==> src/rtl/ace_ccu_pkg.sv <==
// Shared types for the ACE CCU scheduler: channel/request/response structs,
// the scheduler state enum and a small index-width helper.
package ace_ccu_pkg;

  localparam int unsigned IdWidth   = 4;
  localparam int unsigned AddrWidth = 32;
  localparam int unsigned DataWidth = 32;

  typedef logic [IdWidth-1:0]   id_t;
  typedef logic [AddrWidth-1:0] addr_t;
  typedef logic [DataWidth-1:0] data_t;

  typedef struct packed {
    id_t        id;
    addr_t      addr;
    logic [7:0] len;
    logic [5:0] atop;
  } aw_chan_t;

  typedef struct packed {
    data_t data;
    logic  last;
  } w_chan_t;

  typedef struct packed {
    id_t        id;
    logic [1:0] resp;
  } b_chan_t;

  typedef struct packed {
    id_t        id;
    addr_t      addr;
    logic [7:0] len;
  } ar_chan_t;

  typedef struct packed {
    id_t        id;
    data_t      data;
    logic [1:0] resp;
    logic       last;
  } r_chan_t;

  typedef struct packed {
    aw_chan_t aw;
    logic     aw_valid;
    w_chan_t  w;
    logic     w_valid;
    logic     b_ready;
    ar_chan_t ar;
    logic     ar_valid;
    logic     r_ready;
  } ace_req_t;

  typedef struct packed {
    logic    aw_ready;
    logic    ar_ready;
    logic    w_ready;
    logic    b_valid;
    b_chan_t b;
    logic    r_valid;
    r_chan_t r;
  } ace_resp_t;

  typedef enum logic [2:0] {
    IDLE,
    AR_ADDR,
    R_DATA,
    AW_ADDR,
    W_DATA,
    B_RESP
  } ccu_sched_state_e;

  // Width of an index into n ports; never narrower than one bit.
  function automatic int unsigned idxWidth(input int unsigned n);
    return (n > 1) ? $clog2(n) : 1;
  endfunction

endpackage

==> src/rtl/ace_ccu_sched_rr.sv <==
// Round-robin winner selection: scans the request vector starting at the
// pointer and returns the first requesting index, wrapping past the top.
module ace_ccu_sched_rr
  import ace_ccu_pkg::*;
#(
  parameter  int unsigned NoPorts = 2,
  localparam int unsigned IdxW    = idxWidth(NoPorts)
) (
  input  logic [NoPorts-1:0] i_req,
  input  logic [IdxW-1:0]    i_ptr,
  output logic [IdxW-1:0]    o_idx,
  output logic               o_valid
);

  localparam logic [IdxW:0] NumPortsW = (IdxW+1)'(NoPorts);

  logic [IdxW:0]   w_sum;
  logic [IdxW-1:0] w_cand;

  // First requester found when walking from the pointer upwards, modulo NoPorts.
  always_comb begin
    o_idx   = '0;
    o_valid = 1'b0;
    w_sum   = '0;
    w_cand  = '0;
    for (int i = 0; i < int'(NoPorts); i++) begin
      w_sum = {1'b0, i_ptr} + (IdxW+1)'(i);
      if (w_sum >= NumPortsW) begin
        w_sum = w_sum - NumPortsW;
      end
      w_cand = w_sum[IdxW-1:0];
      if (!o_valid && i_req[w_cand]) begin
        o_valid = 1'b1;
        o_idx   = w_cand;
      end
    end
  end

endmodule

==> src/rtl/ace_ccu_sched.sv <==
// ACE CCU scheduler: serializes shareable traffic from several requesters onto
// one CCU mux port, one transaction in flight, so IDs pass through unchanged.
// Optional build macro ACE_CCU_SCHED_PERF_EN adds a completed-transaction
// counter output txn_cnt_o.
module ace_ccu_sched
  import ace_ccu_pkg::*;
#(
  parameter int unsigned NoSlvPorts = 2,
  parameter type         req_t      = ace_req_t,
  parameter type         resp_t     = ace_resp_t
) (
  input  logic                    clk_i,
  input  logic                    rst_i,
  input  req_t  [NoSlvPorts-1:0]  slv_reqs_i,
  output resp_t [NoSlvPorts-1:0]  slv_resps_o,
  output req_t                    mst_req_o,
  input  resp_t                   mst_resp_i,
  output logic                    busy_o
`ifdef ACE_CCU_SCHED_PERF_EN
  ,
  output logic [31:0]             txn_cnt_o
`endif
);

  localparam int unsigned IdxW = idxWidth(NoSlvPorts);

  ccu_sched_state_e  r_state, w_state_next;
  logic [IdxW-1:0]   r_winner, w_winner_next;
  logic [IdxW-1:0]   r_rr_ptr, w_rr_ptr_next;
  logic [IdxW-1:0]   w_ptr_inc;
  logic [IdxW-1:0]   w_rr_idx;
  logic              w_rr_valid;
  logic [NoSlvPorts-1:0] w_req_vec;
  logic              w_done;
  req_t              w_win_req;

  assign w_win_req = slv_reqs_i[r_winner];
  assign w_ptr_inc = (r_winner == IdxW'(NoSlvPorts - 1)) ? '0 : r_winner + 1'b1;
  assign busy_o    = (r_state != IDLE);

  // A port competes for the grant when it has either address channel valid.
  always_comb begin
    w_req_vec = '0;
    for (int i = 0; i < int'(NoSlvPorts); i++) begin
      w_req_vec[i] = slv_reqs_i[i].aw_valid | slv_reqs_i[i].ar_valid;
    end
  end

  ace_ccu_sched_rr #(
    .NoPorts (NoSlvPorts)
  ) u_rr (
    .i_req   (w_req_vec),
    .i_ptr   (r_rr_ptr),
    .o_idx   (w_rr_idx),
    .o_valid (w_rr_valid)
  );

  // State, locked winner and round-robin pointer; reset abandons any transaction.
  always_ff @(posedge clk_i or posedge rst_i) begin
    if (rst_i) begin
      r_state  <= IDLE;
      r_winner <= '0;
      r_rr_ptr <= '0;
    end else begin
      r_state  <= w_state_next;
      r_winner <= w_winner_next;
      r_rr_ptr <= w_rr_ptr_next;
    end
  end

  // Next state plus channel routing between the locked winner and the mst port.
  always_comb begin
    w_state_next  = r_state;
    w_winner_next = r_winner;
    w_rr_ptr_next = r_rr_ptr;
    w_done        = 1'b0;
    mst_req_o     = '0;
    slv_resps_o   = '0;
    unique case (r_state)
      IDLE: begin
        if (w_rr_valid) begin
          w_winner_next = w_rr_idx;
          w_state_next  = slv_reqs_i[w_rr_idx].aw_valid ? AW_ADDR : AR_ADDR;
        end
      end
      AR_ADDR: begin
        mst_req_o.ar                     = w_win_req.ar;
        mst_req_o.ar_valid               = w_win_req.ar_valid;
        slv_resps_o[r_winner].ar_ready   = mst_resp_i.ar_ready;
        if (w_win_req.ar_valid && mst_resp_i.ar_ready) begin
          w_state_next = R_DATA;
        end
      end
      R_DATA: begin
        slv_resps_o[r_winner].r          = mst_resp_i.r;
        slv_resps_o[r_winner].r_valid    = mst_resp_i.r_valid;
        mst_req_o.r_ready                = w_win_req.r_ready;
        if (mst_resp_i.r_valid && w_win_req.r_ready && mst_resp_i.r.last) begin
          w_state_next  = IDLE;
          w_rr_ptr_next = w_ptr_inc;
          w_done        = 1'b1;
        end
      end
      AW_ADDR: begin
        mst_req_o.aw                     = w_win_req.aw;
        mst_req_o.aw_valid               = w_win_req.aw_valid;
        slv_resps_o[r_winner].aw_ready   = mst_resp_i.aw_ready;
        if (w_win_req.aw_valid && mst_resp_i.aw_ready) begin
          w_state_next = W_DATA;
        end
      end
      W_DATA: begin
        mst_req_o.w                      = w_win_req.w;
        mst_req_o.w_valid                = w_win_req.w_valid;
        slv_resps_o[r_winner].w_ready    = mst_resp_i.w_ready;
        if (w_win_req.w_valid && mst_resp_i.w_ready && w_win_req.w.last) begin
          w_state_next = B_RESP;
        end
      end
      B_RESP: begin
        slv_resps_o[r_winner].b          = mst_resp_i.b;
        slv_resps_o[r_winner].b_valid    = mst_resp_i.b_valid;
        mst_req_o.b_ready                = w_win_req.b_ready;
        if (mst_resp_i.b_valid && w_win_req.b_ready) begin
          w_state_next  = IDLE;
          w_rr_ptr_next = w_ptr_inc;
          w_done        = 1'b1;
        end
      end
      default: begin
        w_state_next = IDLE;
      end
    endcase
  end

`ifdef ACE_CCU_SCHED_PERF_EN
  logic [31:0] r_txn_cnt;

  // Completed-transaction counter, wraps naturally at 32 bits.
  always_ff @(posedge clk_i or posedge rst_i) begin
    if (rst_i) begin
      r_txn_cnt <= '0;
    end else if (w_done) begin
      r_txn_cnt <= r_txn_cnt + 32'd1;
    end
  end

  assign txn_cnt_o = r_txn_cnt;
`endif

  // Atomic writes are not supported through this path.
  assert property (@(posedge clk_i) disable iff (rst_i)
    mst_req_o.aw_valid |-> (mst_req_o.aw.atop == '0));

endmodule

==> config.mk <==
export PLATFORM = sky130hd
export DESIGN_NAME = ace_ccu_sched
export DESIGN_NICKNAME = d
export VERILOG_FILES = /design/src/rtl/ace_ccu_pkg.sv /design/src/rtl/ace_ccu_sched_rr.sv /design/src/rtl/ace_ccu_sched.sv
export SDC_FILE = /design/constraint.sdc
export NUM_CORES = 1
export LEC_CHECK = 0
export CORE_AREA = 3 3 211 213
export DETAILED_ROUTE_END_ITERATION = 10
export DIE_AREA = 0 0 214 216
export DONT_BUFFER_PORTS = 1
export SLEW_MARGIN = 5
export SYNTH_ARGS = -nofsm -noshare
export SYNTH_HDL_FRONTEND = slang
export SYNTH_SLANG_ARGS = --single-unit
==> constraint.sdc <==
create_clock -name clk_i -period 2 [get_ports clk_i]
set_clock_uncertainty 0.1 [all_clocks]
set_input_delay 0.1 -clock clk_i [delete_from_list [all_inputs] [get_ports clk_i]]
set_output_delay 0.1 -clock clk_i [all_outputs]
set_load 0.05 [all_outputs]
### Word-level counts from Yosys, hierarchy flattened

Cells that the tools add are included.

| word-level totals | value |
|---|---|
| register bits after elaboration | 5 |
| input bits | 316 |
| output and inout port bits | 233 |
| word-level logic and storage cells | 96 |

| cells by class | value |
|---|---|
| add/subtract/negate cells | 4 |
| magnitude comparators | 7 |
| equal/unequal tests | 11 |
| muxes and demuxes | 48 |
| bitwise logic cells | 7 |
| reduce and logical (&&, ||, !) cells | 16 |

Operators by type and width:

| kind | number |
|---|---|
| bitwise AND 100 bit | 5 |
| one-hot mux 100 bit (5 select lines) | 1 |
| demux 50 bit (select 1 bit) | 7 |
| two-way mux 132 bit | 2 |
| bitwise mux 100 bit | 2 |
| two-way mux 82 bit | 2 |
| two-way mux 51 bit | 1 |
| two-way mux 50 bit | 1 |
| two-way mux 49 bit | 1 |
| two-way mux 48 bit | 1 |
| two-way mux 47 bit | 1 |
| two-way mux 46 bit | 1 |
| two-way mux 45 bit | 1 |
| two-way mux 40 bit | 1 |
| two-way mux 39 bit | 1 |
| two-way mux 34 bit | 1 |
| two-way mux 3 bit | 6 |
| one-hot mux 3 bit (6 select lines) | 1 |
| two-way mux 1 bit | 15 |
| inequality test 2 bit (second input constant) | 5 |
| logical AND 1 bit | 9 |
| less-than comparator 1 x 2 -> 1 bit (second input constant) | 4 |
| == test 3 x 2 -> 1 bit (second input constant) | 2 |
| == test 3 bit (second input constant) | 2 |
| other kinds (18) | 20 |

### Logic depth before layout (Yosys ltp)

Gate-level depths: netlist (run 1).

| logic depth | value |
|---|---|
| depth in word-level cells | 13 |
| mapped depth | 6 |
| mapped depth without buffers | 4 |

### By module

From an unflattened synthesis (run 1), not the netlist that was laid out.

| second synthesis, totals | value |
|---|---|
| cells, all modules | 455 |
| area, all modules | 3096.7 um2 |

By module, submodules not included:

| module | times used | cells each | area an instance (um2) | sequential area each (um2) |
|---|---|---|---|---|
| ace_ccu_sched | 1 | 452 | 3079.2 | 125.1 |
| ace_ccu_sched_rr | 1 | 3 | 17.5 | 0.0 |

### Worst setup path before layout (run 1)

OpenSTA, ideal clock, no wires.

| path | value |
|---|---|
| path type | register to output |
| from | reg r_winner |
| to | out slv_resps_o[48] in the netlist's numbering |
| arrival time | 2057 ps |
| required time | 1800 ps |
| slack | -257 ps |
| cell stages (with the launch flop) | 6 |
| path buffers | 4 |
| path through | dfrtp_1 > clkbuf_2 > buf_4 > buf_4 > clkbuf_1 > nor3_1 |

RTL lines:

| element | line | source |
|---|---|---|
| from (decl) | ace_ccu_sched.sv:28 | `logic [IdxW-1:0] r_winner, w_winner_next;` |
| from (signal assigned) | ace_ccu_sched.sv:66 | `r_winner <= w_winner_next;` |
| to (decl) | ace_ccu_sched.sv:15 | `output resp_t [NoSlvPorts-1:0] slv_resps_o,` |

==> impl_metrics.toml, run 1 <==
[finish]
multi_input_area_mm2 = 0.00278
fillers = 4800
layout-drive-gt1-share = 0.413
design_area_mm2 = 0.00706
seq_area_um2 = 131
syn_to_final_growth_pct = 124
fin_nets = 998

[global_route]
grt_max_degree = 52
gr-usage-all-layers = 0.103
grt_first_pass_wirelength_um = 34300
grt_overflow_total = 0
grt_pass1_vias = 4241
antenna_found_initial = 13

[placement]
gp_congestion = 0.915
port_buffers = 0
hpwl_um = 23400
place_area_mm2 = 0.00683

[timing]
clock.fmax_mhz = 506
hold_viol = 0
slew_viol_final = 0
setup_viol = 0
fin_crit_ns = 1.98
maxSlewHeadroom = 0.645
tns_ns = 0
fin_crit_sh = 0.988
tightest_slew_ns = 0.534
rsz0062_at_grt = "yes"

[yosys]
synthCells = 462
synth-edff-count = 0
synthMuxAreaShare = 0.421
synth_top_family_by_area = "multiplexers"
async_reset_ff_frac = 1.00
synth_fa_ha_area_frac = 0
synthDistinctLibCells = 33
ys_top_cells_by_count = "135 x nor2_1, 130 x mux2i_1, 81 x and2_1"
ys_seq_area_frac = 0.0398
synth.most_common_cell = "nor2_1"
yosys.area_share.simple = 0.415
synth_top_area_share = 0.414
synth_top_cell_by_area = "mux2i_1"
synth-xor-area-share = 0
avgSynthCellArea_um2 = 6.81
synth-compound-area-share = 0.0310
synth_warnings = 0
synth_nets = 778
synthFlopType = "dfrtp_1"
syn-cell-area_mm2 = 0.00315
synth.area.top_cells = "mux2i_1 41%, and2_1 16%, nor2_1 16%, and3_1 4.2%, dfrtp_1 4.0%"
synth_seq_cells = 5

[clocking]
clkTransAtPathRegs_ns = 0.03
cts_root_buffer = "clkbuf_16"
tritoncts = "done"
numCtsBuffers = 3
clock-sinks = 5
cts_buffer_depth = 2
worstSkewPairLatency_ns = 0.23
htreeDepth = 1

[detailed_routing]
drt.antenna.violating_nets = 0
vias_per_cell = 3.41
num_vias = 4348
drtIter0Drc = 202
drc_errors = 0
drt_pass1_iterations = 5
wl_per_cell_um = 20.4
finalWirelength_um = 26000

[min_path]
min_from = "mst_resp_i[46]"
hold_path_depth = 3
min_path_type = "input pin to flip-flop"
min_to = "r_state[0]"

[floorplanning]
die_y_um = 216
die_w_um = 214
initial_core_util = 0.0734
rows = 76
coreArea_mm2 = 0.0429
ios = 549
die_area_mm2 = 0.0462

[worst_setup_path]
rr_endpoint = "r_state[1]"
path_max_fanout = 40
cpMostUsedCell = "buf_12"
path_cells = "or3b_4 -> nor2_4 -> buf_12 -> and2_1 -> buf_12"
timing.rr.start = "r_winner"
crit_type = "flip-flop to primary output"
critPathRequiredTime_ns = 1.80
r2r_slack_ns = 0.31
slowest_delay_ns = 0.45
rr_worst_depth = 5
worstSetupStartpointType = "flip-flop"
cp_slowest_cell = "or3b_4"
cp.arrival_ns = 1.78
crit_path_end_kind = "primary output"

[flow_run]
max-cap-violations = 0

[power]
powerDensity_mw_per_mm2 = 1530
fin_total_pwr_w = 0.0108
p_leak_nw = 3.06
ir_drop_mv = 0.823

[status]
status = "finished clean"
## flip-flops by register name (all words and copies together) (netlist names)
name and flops:
r_state 3, r_rr_ptr 1, r_winner 1
## how the worst max path moves through the flow
stage | from | endpoint | slack (ns) | depth (start not counted)
final | r_state[1] | slv_resps_o[1] | 0.02 | 5
after global routing | r_state[2] | slv_resps_o[55] | -0.04 | 5
after global placement | r_winner | mst_req_o[40] | 0.17 | 5
after detailed placement | r_winner | mst_req_o[40] | 0.14 | 5
after floorplan | r_winner | mst_req_o[100] | 0.06 | 6
after CTS | r_state[2] | slv_resps_o[68] | 0.01 | 5
## layout make-up
cell class | instances | share of cell area
antenna | 9 | 0.00319
clock buffer | 4 | 0.0112
inverter | 5 | 0.00266
multi-input combinational | 410 | 0.394
sequential | 5 | 0.0186
tap | 585 | 0.104
timing repair buffer | 257 | 0.467
## what timing repair did
item                       CTS  global route
setup endpoints to repair   75           102
pin swaps                    1             0
gates resized for setup      9             5
cloned                       1             0
hold buffers                 3             0
hold endpoints to repair     6             0
buffers inserted             3             0
## cells in the final DEF, fill, tap and decap left out, types with 3 or more instances in the layout
cell and count:
buf_4 145, mux2i_1 128, nand3_1 3, clkbuf_16 3, inv_1 5, buf_12 106, nor2_1 133, nor3_2 3
dlygate4sd3_1 3, o21ai_0 5, and2_4 5, and3_1 21, nand2_1 6, diode_2 9, and2_1 76
## cells by family after synthesis
logic type,count (synthesis)
multiplexers,132
AO/OA/AOI/OAI,15
flip-flops,5
buffers and inverters,47
AND/OR/NAND/NOR,263
## power by group
group / switching [W] / leakage, nW / total, W / internal [W]
clock network: 0.0000740 / 0.0382 / 0.000339 / 0.000265
logic: 0.00647 / 2.96 / 0.0102 / 0.00374
registers: 0.0000786 / 0.0582 / 0.000240 / 0.000161
## per-stage QoR
step	setup WS [ns]	util	cells	hold slack, ns
CTS	0.0104	0.164	1266	0.0153
finish	0.0230	0.165	1275	0.0100
global placement	0.174	0.159	1255	-0.205
detailed placement	0.140	0.159	1255	-0.200
global route	-0.0404	0.165	1275	0.0447
floorplan	0.0577	-	462	-0.221
## per-layer routing
metal | share of wire | wire length, µm | global-route usage
met1 | 0.40 | 10300 | 0.123
met3 | 0.083 | 2160 | 0.0215
met4 | 0.028 | 736 | 0.0324
met5 | 0.00050 | 13 | 0
met2 | 0.49 | 12800 | 0.185
## critical path, delay by kind of cell (launching register included)
family | cells | cell delay, ns
and+or+nand+nor | 3 | 0.77
DFF | 1 | 0.42
buffers and inverters | 2 | 0.32
Power figures use the tool's default switching activity.
==> run 2: changes to the inputs <==
Settings changed: CORE_AREA 3 3 211 213 to 2 2 216 218, DIE_AREA 0 0 214 216 to 0 0 218 220.
==> run 2 against run 1 <==
The run now ends with negative setup slack left. Via count is 3.1% higher. Wire length is 0.63% lower. Combinational power grew 5%. Critical path depth is 1 higher. Global-route usage is 1.1 points lower. Critical path type unchanged. Largest cell class unchanged.
==> impl_metrics.toml, run 2 (synthesis gave the netlist of run 1 again) <==
[power]
p_leak_nw = 3.21
ir_drop_mv = 0.994
powerDensity_mw_per_mm2 = 1520
fin_total_pwr_w = 0.0112

[worst_setup_path]
rr_endpoint = "r_state[0]"
crit_path_end_kind = "primary output"
crit_type = "flip-flop to primary output"
crit_end = "slv_resps_o[71]"
path_max_fanout = 8
worstSetupStartpoint = "r_state[2]"
rr_worst_depth = 4
critPathRequiredTime_ns = 1.80
worstSetupStartpointType = "flip-flop"
timing.rr.start = "r_winner"
r2r_slack_ns = 0.19
cp.arrival_ns = 1.83

[global_route]
gr-usage-all-layers = 0.0920
grt_first_pass_wirelength_um = 31100
grt_overflow_total = 0
grt_busiest_layer = "met2"
grt_use_met2 = 0.161
grt_pass1_vias = 3998
grt_util_met1 = 0.113
grtUsageMet3 = 0.0247
grt_max_degree = 52
antenna_found_initial = 13

[placement]
port_buffers = 0
gp_congestion = 1.01
place_area_mm2 = 0.00689
hpwl_um = 22300
place_ws_ns = 0.211

[clocking]
cts_buffer_depth = 2
cts_root_buffer = "clkbuf_16"
numCtsBuffers = 3
clkTransAtPathRegs_ns = 0.03
tritoncts = "done"
clock-sinks = 5
htreeDepth = 1
worstSkewPairLatency_ns = 0.23

[timing]
rsz0062_at_grt = "yes"
clock.fmax_mhz = 494
fin_crit_ns = 2.03
setup_viol = 31
fin_crit_sh = 1.01
hold_viol = 0
slew_viol_final = 0
maxSlewHeadroom = 0.628
worst_slack_ns = -0.0251
tightest_slew_ns = 0.559

[finish]
final_common_cell = "buf_4"
design_area_mm2 = 0.00741
top_regs = "r_state (3), r_rr_ptr (1), r_winner (1)"
layout-drive-gt1-share = 0.529
largest_reg_flops = 3
fin_nets = 999
top_register = "r_state"
syn_to_final_growth_pct = 135
layout_common_cells = "133 x buf_4, 130 x mux2i_1, 127 x nor2_1"

[flow_run]
max-cap-violations = 0

[floorplanning]
ios = 549
rows = 79
die_y_um = 220
initial_core_util = 0.0686
coreArea_mm2 = 0.0459
die_w_um = 218
die_area_mm2 = 0.0480

[status]
violations = "negative setup slack"
status = "finished, violations left"

[detailed_routing]
vias_per_cell = 3.47
wl_per_cell_um = 20.0
drtIter0Drc = 273
finalWirelength_um = 25800
drt_pass1_iterations = 6
drt.antenna.violating_nets = 0
num_vias = 4484
drc_errors = 0

[min_path]
min_path_type = "input pin to flip-flop"
-- run 2: cell type report --
type / instances / area (µm²)
timing repair buffer: 258 / 3420
tap: 607 / 759
fill: 5142 / 38500
multi-input combinational: 410 / 2990
clock buffer: 4 / 78.8
sequential: 5 / 131
inverter: 5 / 18.8
antenna: 4 / 10.0
-- run 2: where the power goes --
part / switching [W] / total, W / internal, W / leakage, nW
combinational: 0.00663 / 0.0107 / 0.00404 / 3.11
sequential: 0.0000721 / 0.000233 / 0.000161 / 0.0583
clock: 0.0000695 / 0.000334 / 0.000264 / 0.0382
-- run 2: through the flow --
step / utilization / hold slack [ns] / cells / TNS [ns]
after floorplan: - / -0.221 / 462 / 0
after global placement: 0.150 / -0.199 / 1273 / 0
after detailed placement: 0.150 / -0.194 / 1273 / 0
after CTS: 0.153 / 0.0219 / 1281 / 0
after global routing: 0.162 / 0.0545 / 1293 / -2.33
final: 0.162 / 0.0204 / 1293 / -0.322
-- run 2: worst max-delay path: stages, from the launching register on --
cell and delay [ns]:
dfrtp_2 0.42, or3b_4 0.44, nor2_4 0.14, buf_12 0.15, clkbuf_16 0.16, and2_4 0.15, buf_12 0.13
-- run 2: layer usage --
layer  share of wire  wire [µm]
met1            0.39       9970
met3            0.11       2790
met5          0.0018         46
met2            0.48      12500
met4           0.020        520
-- run 2: repair_timing --
action                                 CTS  global route
pin swaps                                1            32
setup buffers                            1             3
setup endpoints to repair               31            86
hold buffers                             3             0
cloned                                   0             5
endpoints found under the hold margin    6             0
resized for setup                        5            96
-- run 2: worst min path at each step --
| stage | from | to | slack, ns | depth (start not counted) |
|---|---|---|---|---|
| final | mst_resp_i[46] | r_state[0] | 0.02 | 3 |
| after CTS | mst_resp_i[46] | r_state[0] | 0.02 | 3 |
| after global placement | rst_i | r_winner | -0.20 | 1 |
| after floorplan | rst_i | r_rr_ptr | -0.22 | 1 |
| after detailed placement | rst_i | r_state[2] | -0.19 | 1 |
| after global routing | mst_resp_i[46] | r_state[0] | 0.05 | 3 |
